## src/rtl/alu_pkg.sv

```systemverilog
// Shared ALU definitions: operation encodings and the width of the op field.
package alu_pkg;

  localparam int unsigned OP_W = 2;

  typedef enum logic [OP_W-1:0] {
    OP_ADD  = 2'b00,  // a + b
    OP_ADDC = 2'b01,  // a + b + cin
    OP_SUB  = 2'b10,  // a + ~b + 1
    OP_SUBC = 2'b11   // a + ~b + cin
  } alu_op_e;

endpackage

```

## src/rtl/cla_pipe_addsub_if.sv

```systemverilog
// Issue-side / result-side handshake bundle for cla_pipe_addsub.
//   in_*  : operands with valid/ready, driven by the issue stage (master)
//   out_* : result and flags with valid/ready, consumed by the result mux (master)
interface cla_pipe_addsub_if
  import alu_pkg::*;
#(
  parameter int unsigned WIDTH = 32
) ();

  logic             in_valid;
  logic             in_ready;
  logic [WIDTH-1:0] in_a;
  logic [WIDTH-1:0] in_b;
  logic             in_cin;
  logic [OP_W-1:0]  in_op;

  logic             out_valid;
  logic             out_ready;
  logic [WIDTH-1:0] out_sum;
  logic             out_cout;
  logic             out_ovf;
  logic             out_zero;

  modport master (
    output in_valid, in_a, in_b, in_cin, in_op, out_ready,
    input  in_ready, out_valid, out_sum, out_cout, out_ovf, out_zero
  );

  modport slave (
    input  in_valid, in_a, in_b, in_cin, in_op, out_ready,
    output in_ready, out_valid, out_sum, out_cout, out_ovf, out_zero
  );

endinterface

```

## src/rtl/cla_group.sv

```systemverilog
// One GROUP-bit carry-lookahead group.
//   a_i, b_i : operand slices
//   cin_i    : carry into the group's LSB
//   sum_o    : sum slice
//   g_o, p_o : group generate / propagate, independent of cin_i
module cla_group #(
  parameter int unsigned GROUP = 8
) (
  input  logic [GROUP-1:0] a_i,
  input  logic [GROUP-1:0] b_i,
  input  logic             cin_i,
  output logic [GROUP-1:0] sum_o,
  output logic             g_o,
  output logic             p_o
);

  logic [GROUP-1:0] g;
  logic [GROUP-1:0] p;
  logic             c;

  always_comb begin
    g     = a_i & b_i;
    p     = a_i ^ b_i;
    c     = cin_i;
    g_o   = 1'b0;
    sum_o = '0;
    for (int i = 0; i < int'(GROUP); i++) begin
      sum_o[i] = p[i] ^ c;
      c        = g[i] | (p[i] & c);
      g_o      = g[i] | (p[i] & g_o);
    end
    p_o = &p;
  end

endmodule

```

## src/rtl/cla_pipe_addsub.sv

```systemverilog
// Pipelined carry-lookahead adder/subtractor with full valid/ready backpressure.
//   clock   : rising-edge clock
//   reset_n : asynchronous active-low reset
//   bus     : slave side of cla_pipe_addsub_if (operands in, result + cout/ovf/zero out)
// Stage k resolves lookahead groups k*GPS .. k*GPS+GPS-1; the final stage also
// registers the flags alongside the full sum.
module cla_pipe_addsub
  import alu_pkg::*;
#(
  parameter int unsigned WIDTH  = 32,
  parameter int unsigned GROUP  = 8,
  parameter int unsigned STAGES = 2
) (
  input  logic              clock,
  input  logic              reset_n,
  cla_pipe_addsub_if.slave  bus
);

  localparam int unsigned NG   = WIDTH / GROUP;
  localparam int unsigned GPS  = NG / STAGES;
  localparam int unsigned SW   = GPS * GROUP;
  localparam int unsigned LAST = STAGES - 1;

  if (GROUP == 0 || (WIDTH % GROUP) != 0) begin : g_bad_group
    $error("cla_pipe_addsub: WIDTH must be a non-zero multiple of GROUP");
  end
  if (STAGES == 0 || (NG % STAGES) != 0) begin : g_bad_stages
    $error("cla_pipe_addsub: STAGES must divide WIDTH/GROUP");
  end

  // Pipeline state; index k is the register at the output of stage k.
  logic [STAGES-1:0] v_q;
  logic [STAGES-1:0] c_q;
  logic [WIDTH-1:0]  sum_q [STAGES];
  logic [WIDTH-1:0]  a_q   [STAGES];
  logic [WIDTH-1:0]  b_q   [STAGES];
  logic              ovf_q, zero_q;

  // Stage inputs (k=0 from the bus, otherwise from register k-1).
  logic [STAGES-1:0] v_s, c_s, en, c_d;
  logic [WIDTH-1:0]  a_s   [STAGES];
  logic [WIDTH-1:0]  b_s   [STAGES];
  logic [WIDTH-1:0]  s_s   [STAGES];
  logic [WIDTH-1:0]  sum_d [STAGES];
  logic              c0, ovf_d, zero_d, cmsb;

  // Per-group signals across all stages.
  logic [WIDTH-1:0]  gs;
  logic [NG-1:0]     gg, gp, gc;

  // Input conditioning: subtract inverts B; carry-in chosen by op.
  always_comb begin
    unique case (bus.in_op)
      OP_ADD:  c0 = 1'b0;
      OP_SUB:  c0 = 1'b1;
      OP_ADDC: c0 = bus.in_cin;
      OP_SUBC: c0 = bus.in_cin;
      default: c0 = 1'b0;
    endcase
  end

  always_comb begin
    for (int k = 0; k < int'(STAGES); k++) begin
      if (k == 0) begin
        v_s[k] = bus.in_valid;
        a_s[k] = bus.in_a;
        b_s[k] = bus.in_op[1] ? ~bus.in_b : bus.in_b;
        c_s[k] = c0;
        s_s[k] = '0;
      end else begin
        v_s[k] = v_q[k-1];
        a_s[k] = a_q[k-1];
        b_s[k] = b_q[k-1];
        c_s[k] = c_q[k-1];
        s_s[k] = sum_q[k-1];
      end
    end
  end

  for (genvar g = 0; g < int'(NG); g++) begin : g_grp
    cla_group #(
      .GROUP (GROUP)
    ) u_grp (
      .a_i   (a_s[g / GPS][g*GROUP +: GROUP]),
      .b_i   (b_s[g / GPS][g*GROUP +: GROUP]),
      .cin_i (gc[g]),
      .sum_o (gs[g*GROUP +: GROUP]),
      .g_o   (gg[g]),
      .p_o   (gp[g])
    );
  end

  // Two-level lookahead inside each stage: every group carry is a flat
  // sum-of-products of the stage carry-in and the G/P of lower groups.
  always_comb begin
    logic cj, t;
    gc  = '0;
    c_d = '0;
    for (int k = 0; k < int'(STAGES); k++) begin
      for (int j = 0; j <= int'(GPS); j++) begin
        cj = c_s[k];
        for (int i = 0; i < j; i++) cj = cj & gp[k*GPS + i];
        for (int i = 0; i < j; i++) begin
          t = gg[k*GPS + i];
          for (int m = i + 1; m < j; m++) t = t & gp[k*GPS + m];
          cj = cj | t;
        end
        if (j < int'(GPS)) gc[k*GPS + j] = cj;
        else               c_d[k]        = cj;
      end
    end
  end

  // Merge this stage's resolved slice into the running sum.
  always_comb begin
    for (int k = 0; k < int'(STAGES); k++) begin
      for (int b = 0; b < int'(WIDTH); b++) begin
        sum_d[k][b] = (b / int'(SW) == k) ? gs[b] : s_s[k][b];
      end
    end
    // Carry into the MSB recovered from the MSB sum bit.
    cmsb   = a_s[LAST][WIDTH-1] ^ b_s[LAST][WIDTH-1] ^ gs[WIDTH-1];
    ovf_d  = c_d[LAST] ^ cmsb;
    zero_d = ~|sum_d[LAST];
  end

  // Enable chain: a stage may load when empty or when its content moves on.
  always_comb begin
    en       = '0;
    en[LAST] = ~v_q[LAST] | bus.out_ready;
    for (int k = int'(STAGES) - 2; k >= 0; k--) en[k] = ~v_q[k] | en[k+1];
  end

  always_ff @(posedge clock or negedge reset_n) begin
    if (!reset_n) begin
      v_q    <= '0;
      c_q    <= '0;
      ovf_q  <= 1'b0;
      zero_q <= 1'b0;
      for (int k = 0; k < int'(STAGES); k++) begin
        sum_q[k] <= '0;
        a_q[k]   <= '0;
        b_q[k]   <= '0;
      end
    end else begin
      for (int k = 0; k < int'(STAGES); k++) begin
        if (en[k]) begin
          v_q[k] <= v_s[k];
          // Bubbles only clear the valid bit; data is left as-is.
          if (v_s[k]) begin
            sum_q[k] <= sum_d[k];
            a_q[k]   <= a_s[k];
            b_q[k]   <= b_s[k];
            c_q[k]   <= c_d[k];
          end
        end
      end
      if (en[LAST] && v_s[LAST]) begin
        ovf_q  <= ovf_d;
        zero_q <= zero_d;
      end
    end
  end

  assign bus.in_ready  = en[0];
  assign bus.out_valid = v_q[LAST];
  assign bus.out_sum   = sum_q[LAST];
  assign bus.out_cout  = c_q[LAST];
  assign bus.out_ovf   = ovf_q;
  assign bus.out_zero  = zero_q;

endmodule

```

## src/flat_wrapper.sv

```systemverilog
// flat-port wrapper written by rule: the top's interface ports become plain ports
module cla_pipe_addsub_flat import alu_pkg::*;
#(
  parameter int unsigned WIDTH  = 32,
  parameter int unsigned GROUP  = 8,
  parameter int unsigned STAGES = 2
)
  (clock, reset_n, bus_in_valid, bus_in_a, bus_in_b, bus_in_cin, bus_in_op, bus_out_ready, bus_in_ready, bus_out_valid, bus_out_sum, bus_out_cout, bus_out_ovf, bus_out_zero);
  cla_pipe_addsub_if #(.WIDTH(WIDTH)) bus_i ();
  input  logic clock;
  input  logic reset_n;
  input wire logic [$bits(bus_i.in_valid)-1:0] bus_in_valid;
  input wire logic [$bits(bus_i.in_a)-1:0] bus_in_a;
  input wire logic [$bits(bus_i.in_b)-1:0] bus_in_b;
  input wire logic [$bits(bus_i.in_cin)-1:0] bus_in_cin;
  input wire logic [$bits(bus_i.in_op)-1:0] bus_in_op;
  input wire logic [$bits(bus_i.out_ready)-1:0] bus_out_ready;
  output wire logic [$bits(bus_i.in_ready)-1:0] bus_in_ready;
  output wire logic [$bits(bus_i.out_valid)-1:0] bus_out_valid;
  output wire logic [$bits(bus_i.out_sum)-1:0] bus_out_sum;
  output wire logic [$bits(bus_i.out_cout)-1:0] bus_out_cout;
  output wire logic [$bits(bus_i.out_ovf)-1:0] bus_out_ovf;
  output wire logic [$bits(bus_i.out_zero)-1:0] bus_out_zero;
  assign bus_i.in_valid = bus_in_valid;
  assign bus_i.in_a = bus_in_a;
  assign bus_i.in_b = bus_in_b;
  assign bus_i.in_cin = bus_in_cin;
  assign bus_i.in_op = bus_in_op;
  assign bus_i.out_ready = bus_out_ready;
  assign bus_in_ready = bus_i.in_ready;
  assign bus_out_valid = bus_i.out_valid;
  assign bus_out_sum = bus_i.out_sum;
  assign bus_out_cout = bus_i.out_cout;
  assign bus_out_ovf = bus_i.out_ovf;
  assign bus_out_zero = bus_i.out_zero;
  cla_pipe_addsub #(.WIDTH(WIDTH), .GROUP(GROUP), .STAGES(STAGES)) u_core (.clock(clock), .reset_n(reset_n), .bus(bus_i));
endmodule
```

## config.mk

```make
export PLATFORM = sky130hd
export DESIGN_NAME = cla_pipe_addsub_flat
export DESIGN_NICKNAME = d
export VERILOG_FILES = /design/src/rtl/alu_pkg.sv /design/src/rtl/cla_pipe_addsub_if.sv /design/src/rtl/cla_group.sv /design/src/rtl/cla_pipe_addsub.sv /design/src/flat_wrapper.sv
export SDC_FILE = /design/constraint.sdc
export NUM_CORES = 1
export LEC_CHECK = 0
export BUFFER_PORTS_ARGS = -buffer_cell sky130_fd_sc_hd__buf_4
export CAP_MARGIN = 15
export CORE_ASPECT_RATIO = 0.7
export CORE_MARGIN = 2
export CORE_UTILIZATION = 48
export CTS_CLUSTER_SIZE = 12
export DETAILED_ROUTE_END_ITERATION = 7
export GPL_ROUTABILITY_DRIVEN = 1
export PLACE_DENSITY = 0.77
export SYNTH_ARGS = -nofsm -noshare
export SYNTH_HDL_FRONTEND = slang
export SYNTH_SLANG_ARGS = --single-unit
```

## constraint.sdc

```tcl
create_clock -name clock -period 14.4 [get_ports clock]
set_input_delay 3.6 -clock clock [delete_from_list [all_inputs] [get_ports clock]]
set_output_delay 3.6 -clock clock [all_outputs]
set_load 0.05 [all_outputs]
```

==> results.md <==
- Status: finished clean
- CP max stage delay: roughly 0.43 ns
- Routed WL: about 11000 um
- Critical Path AT: between 7 and 8 ns
- Crit path cell chain: buf_4 -> xor2_1 -> ha_1 -> and4_1 -> a31oi_1 -> a21boi_2 -> fa_1 -> fa_1 -> fa_1 -> fa_1 -> fa_1 -> fa_1 -> fa_1 -> xor2_1 -> o21ai_1
- Min Tclk post-route: around 7.8 ns
- Post-route antenna net violation count: 0
- Worst Path Required: around 15 ns
- Seq cells post-synth: 86
- Placed cells: 649
- Worst path bufs/invs: 1
- Synth Instances: ~430
- Initial antenna violation count: 0
- Total power: ~1.1 mW
- Hold Crit Start: u_core.bus.out_sum[23]
- Num CTS Buffers: 9
- Die area: 11200 um^2
- Share of cells above drive strength 1: between 20% and 30%
- P per Cell Area: 173 nW/um^2
- TritonCTS clock tree: built
- Setup TNS: 0 ns
- Cells on worst reg2reg path: 18
- Gr usage total: between 20% and 30%
- I/O pin count: roughly 110
- Mapped Nets: about 560
- Vias in the first global route: approximately 3600
- Final hold vios: 0
- Most common cell on crit path: fa_1
- Cell row count: 30
- Pre-antenna DRT Iters: 4
- Synth Flop Type: dfrtp_1
- Period utilization: a little over half
- CP top delay family: adder cells
- Starting Density: around half
- Pin count of the biggest net entering global routing: 87
- Clk_skew: roughly 0.0068 ns
- Htree depth: 3
- Clock Latency Late Sink: around 0.34 ns
- DRC: 0
- Pleak: between 2 and 3 nW
- Worst-path cell with the longest stage delay: buf_4
- Max-Cap Viols: 0
- Post-CTS setup buffers: 0
- CTS Root Cell: clkbuf_16
- Post-Syn Area: about 4900 um^2
- Register area share after synthesis: between 40 and 50%
- CTS resizes: 0
- CP startpoint kind: primary input
- Die Y: between 80 and 90 um
- Synth warnings: 0
- Worst Setup SP: bus_in_op[1]
- Worst hold margin: slightly below 0.5 ns
- Distinct cell type count after synthesis: 37
- VDD IR max: 0.0880 mV
- Number of antenna repair diodes: 0
- # nets final: approximately 660
- Routability Congestion: 0.879
- Grt ovf: 0
- Average wire per standard cell: 16.7 um
- Slew Limit Fails: 0
- Critical Path Fanout Max: 33
- Hold Path Class: reg2reg
- CORE AREA: 9870 um^2
- Sink Count: 86
- First-pass GRT wire length: 17900 um
- Asr flop ratio synth: 100%
- Mean post-synth cell area: between 10 and 15 um^2
- Worst-case clock buffer depth: 2
- Clock transition at the registers of the reported paths: 0.06 ns
- Drt via density: ~5.3
- Initial drt markers: roughly 180
- Post-synth EDFFs: 0
- CTS hold repair buffers: 0
- DP HPWL: about 8700 um
- Die extent in x: approximately 130 um
- Post-Place Cell Area: 5850 um^2
- Worst R2R Start: u_core.b_q[53]
- Fmax: 0.129 GHz
- Relative slew slack: 45.2%
- Post-Layout Cell Count: 665
- Port buffer count: 107
- Area grow syn2layout: 25.1%
- CP Capture Type: flip-flop
- Slew of the pin with the lowest slew margin: 0.821 ns
- WS Path Type: in2reg
- CP Depth: 15
- Vias: around 3500
- Hold Crit Depth: 2
- Design area: ~6200 um^2
- Setup violators final: 0
- RSZ-0062 raised after global routing: false
==> routing by layer <==
layer	routed length, um	track usage, %
met5	0	0
met4	145	6.26
met3	515	5.21
met2	4970	33.2
met1	5450	29.1
==> metrics by stage <==
step                worst slack, ns  util [%]
floorplan                      6.62         -
global placement               6.42      59.3
detailed placement             6.27      59.3
CTS                            6.63      62.4
global route                   6.43      62.7
finish                         6.63      62.7
==> final cells by class <==
class	instances	area, um^2
Clock buffer	9	225
Clock inverter	6	86.3
Fill cell	805	3680
Inverter	36	135
Multi-Input combinational cell	290	2590
Sequential cell	86	2150
Tap cell	128	160
Timing Repair Buffer	110	846
==> cell usage after synthesis (2+ instances only) <==
cell | n | area share (%)
a211oi_1 | 6 | 0.91
a21o_1 | 3 | 0.45
a21oi_1 | 8 | 0.81
and4_1 | 3 | 0.53
buf_2 | 8 | 0.81
clkbuf_1 | 7 | 0.53
dfrtp_1 | 86 | 43
fa_1 | 28 | 11
ha_1 | 32 | 8.1
inv_1 | 36 | 2.7
mux2_1 | 45 | 10
nand2_1 | 40 | 3.0
nand2b_1 | 3 | 0.38
nand3_1 | 2 | 0.20
nand4_1 | 6 | 0.76
nor2_1 | 5 | 0.38
nor3_1 | 4 | 0.40
nor4_1 | 7 | 0.88
o211ai_1 | 3 | 0.45
o21a_1 | 2 | 0.30
o21ai_0 | 14 | 1.4
o21ai_1 | 31 | 3.1
xnor2_1 | 16 | 2.8
xor2_1 | 20 | 3.5
==> flip-flops by register name, summed over array words and instances, names as in the netlist <==
register and flops:
u_core.a_q 16, u_core.b_q 16, u_core.bus.out_ovf 1, u_core.bus.out_sum 32, u_core.bus.out_zero 1, u_core.c_q 2, u_core.s_s 16, u_core.v_q 2
==> tightest hold or removal path, stage by stage (launching register included) <==
cell	delay, ns
dfrtp_1	0.35
nand2_1	0.05
o21ai_0	0.06
==> cells in the final DEF, fill, tap and decap left out, types with 5 or more instances in the layout <==
cell       Yosys  routed
buf_4          0     109
dfrtp_1       86      86
mux2_1        45      45
nand2_1       40      39
inv_1         36      36
ha_1          32      32
o21ai_1       31      31
fa_1          28      28
xor2_1        20      20
xnor2_1       16      16
o21ai_0       14      14
clkbuf_16      0       9
a21oi_1        8       8
nor4_1         7       7
a211oi_1       6       6
nand4_1        6       6
nor2_1         5       5
==> cell families (layout without fill, tap and decap cells) <==
group / count (synthesis) / in the layout / synth area share, %
adders and majority gates: 60 / 60 / 19.4
xor gates and xnor gates: 36 / 36 / 6.37
AOI/OAI and AO/OA: 75 / 75 / 9.00
muxes: 46 / 46 / 10.5
and+or+nand+nor: 73 / 73 / 6.98
DFF: 86 / 86 / 43.5
buffers and inverters: 52 / 161 / 4.30
==> path summary, 6_finish.rpt <==
check                                          to  slack (ns)
max reg2reg                   u_core.bus.out_zero        8.60
max                                u_core.s_s[15]        6.63
min                        u_core.bus.out_sum[23]        0.49
min reg2reg                u_core.bus.out_sum[23]        0.49
min in group asynchronous          u_core.a_q[59]        3.22
max in group asynchronous  u_core.bus.out_sum[13]       10.58
==> report_power, final <==
group | total (mW) | switching, mW | internal (mW) | leakage, nW
logic | 0.461 | 0.294 | 0.168 | 1.77
clock network | 0.244 | 0.0934 | 0.151 | 0.152
registers | 0.365 | 0.0524 | 0.313 | 1.03
total | 1.07 | 0.439 | 0.631 | 2.95
Power figures use the tool's default switching activity.
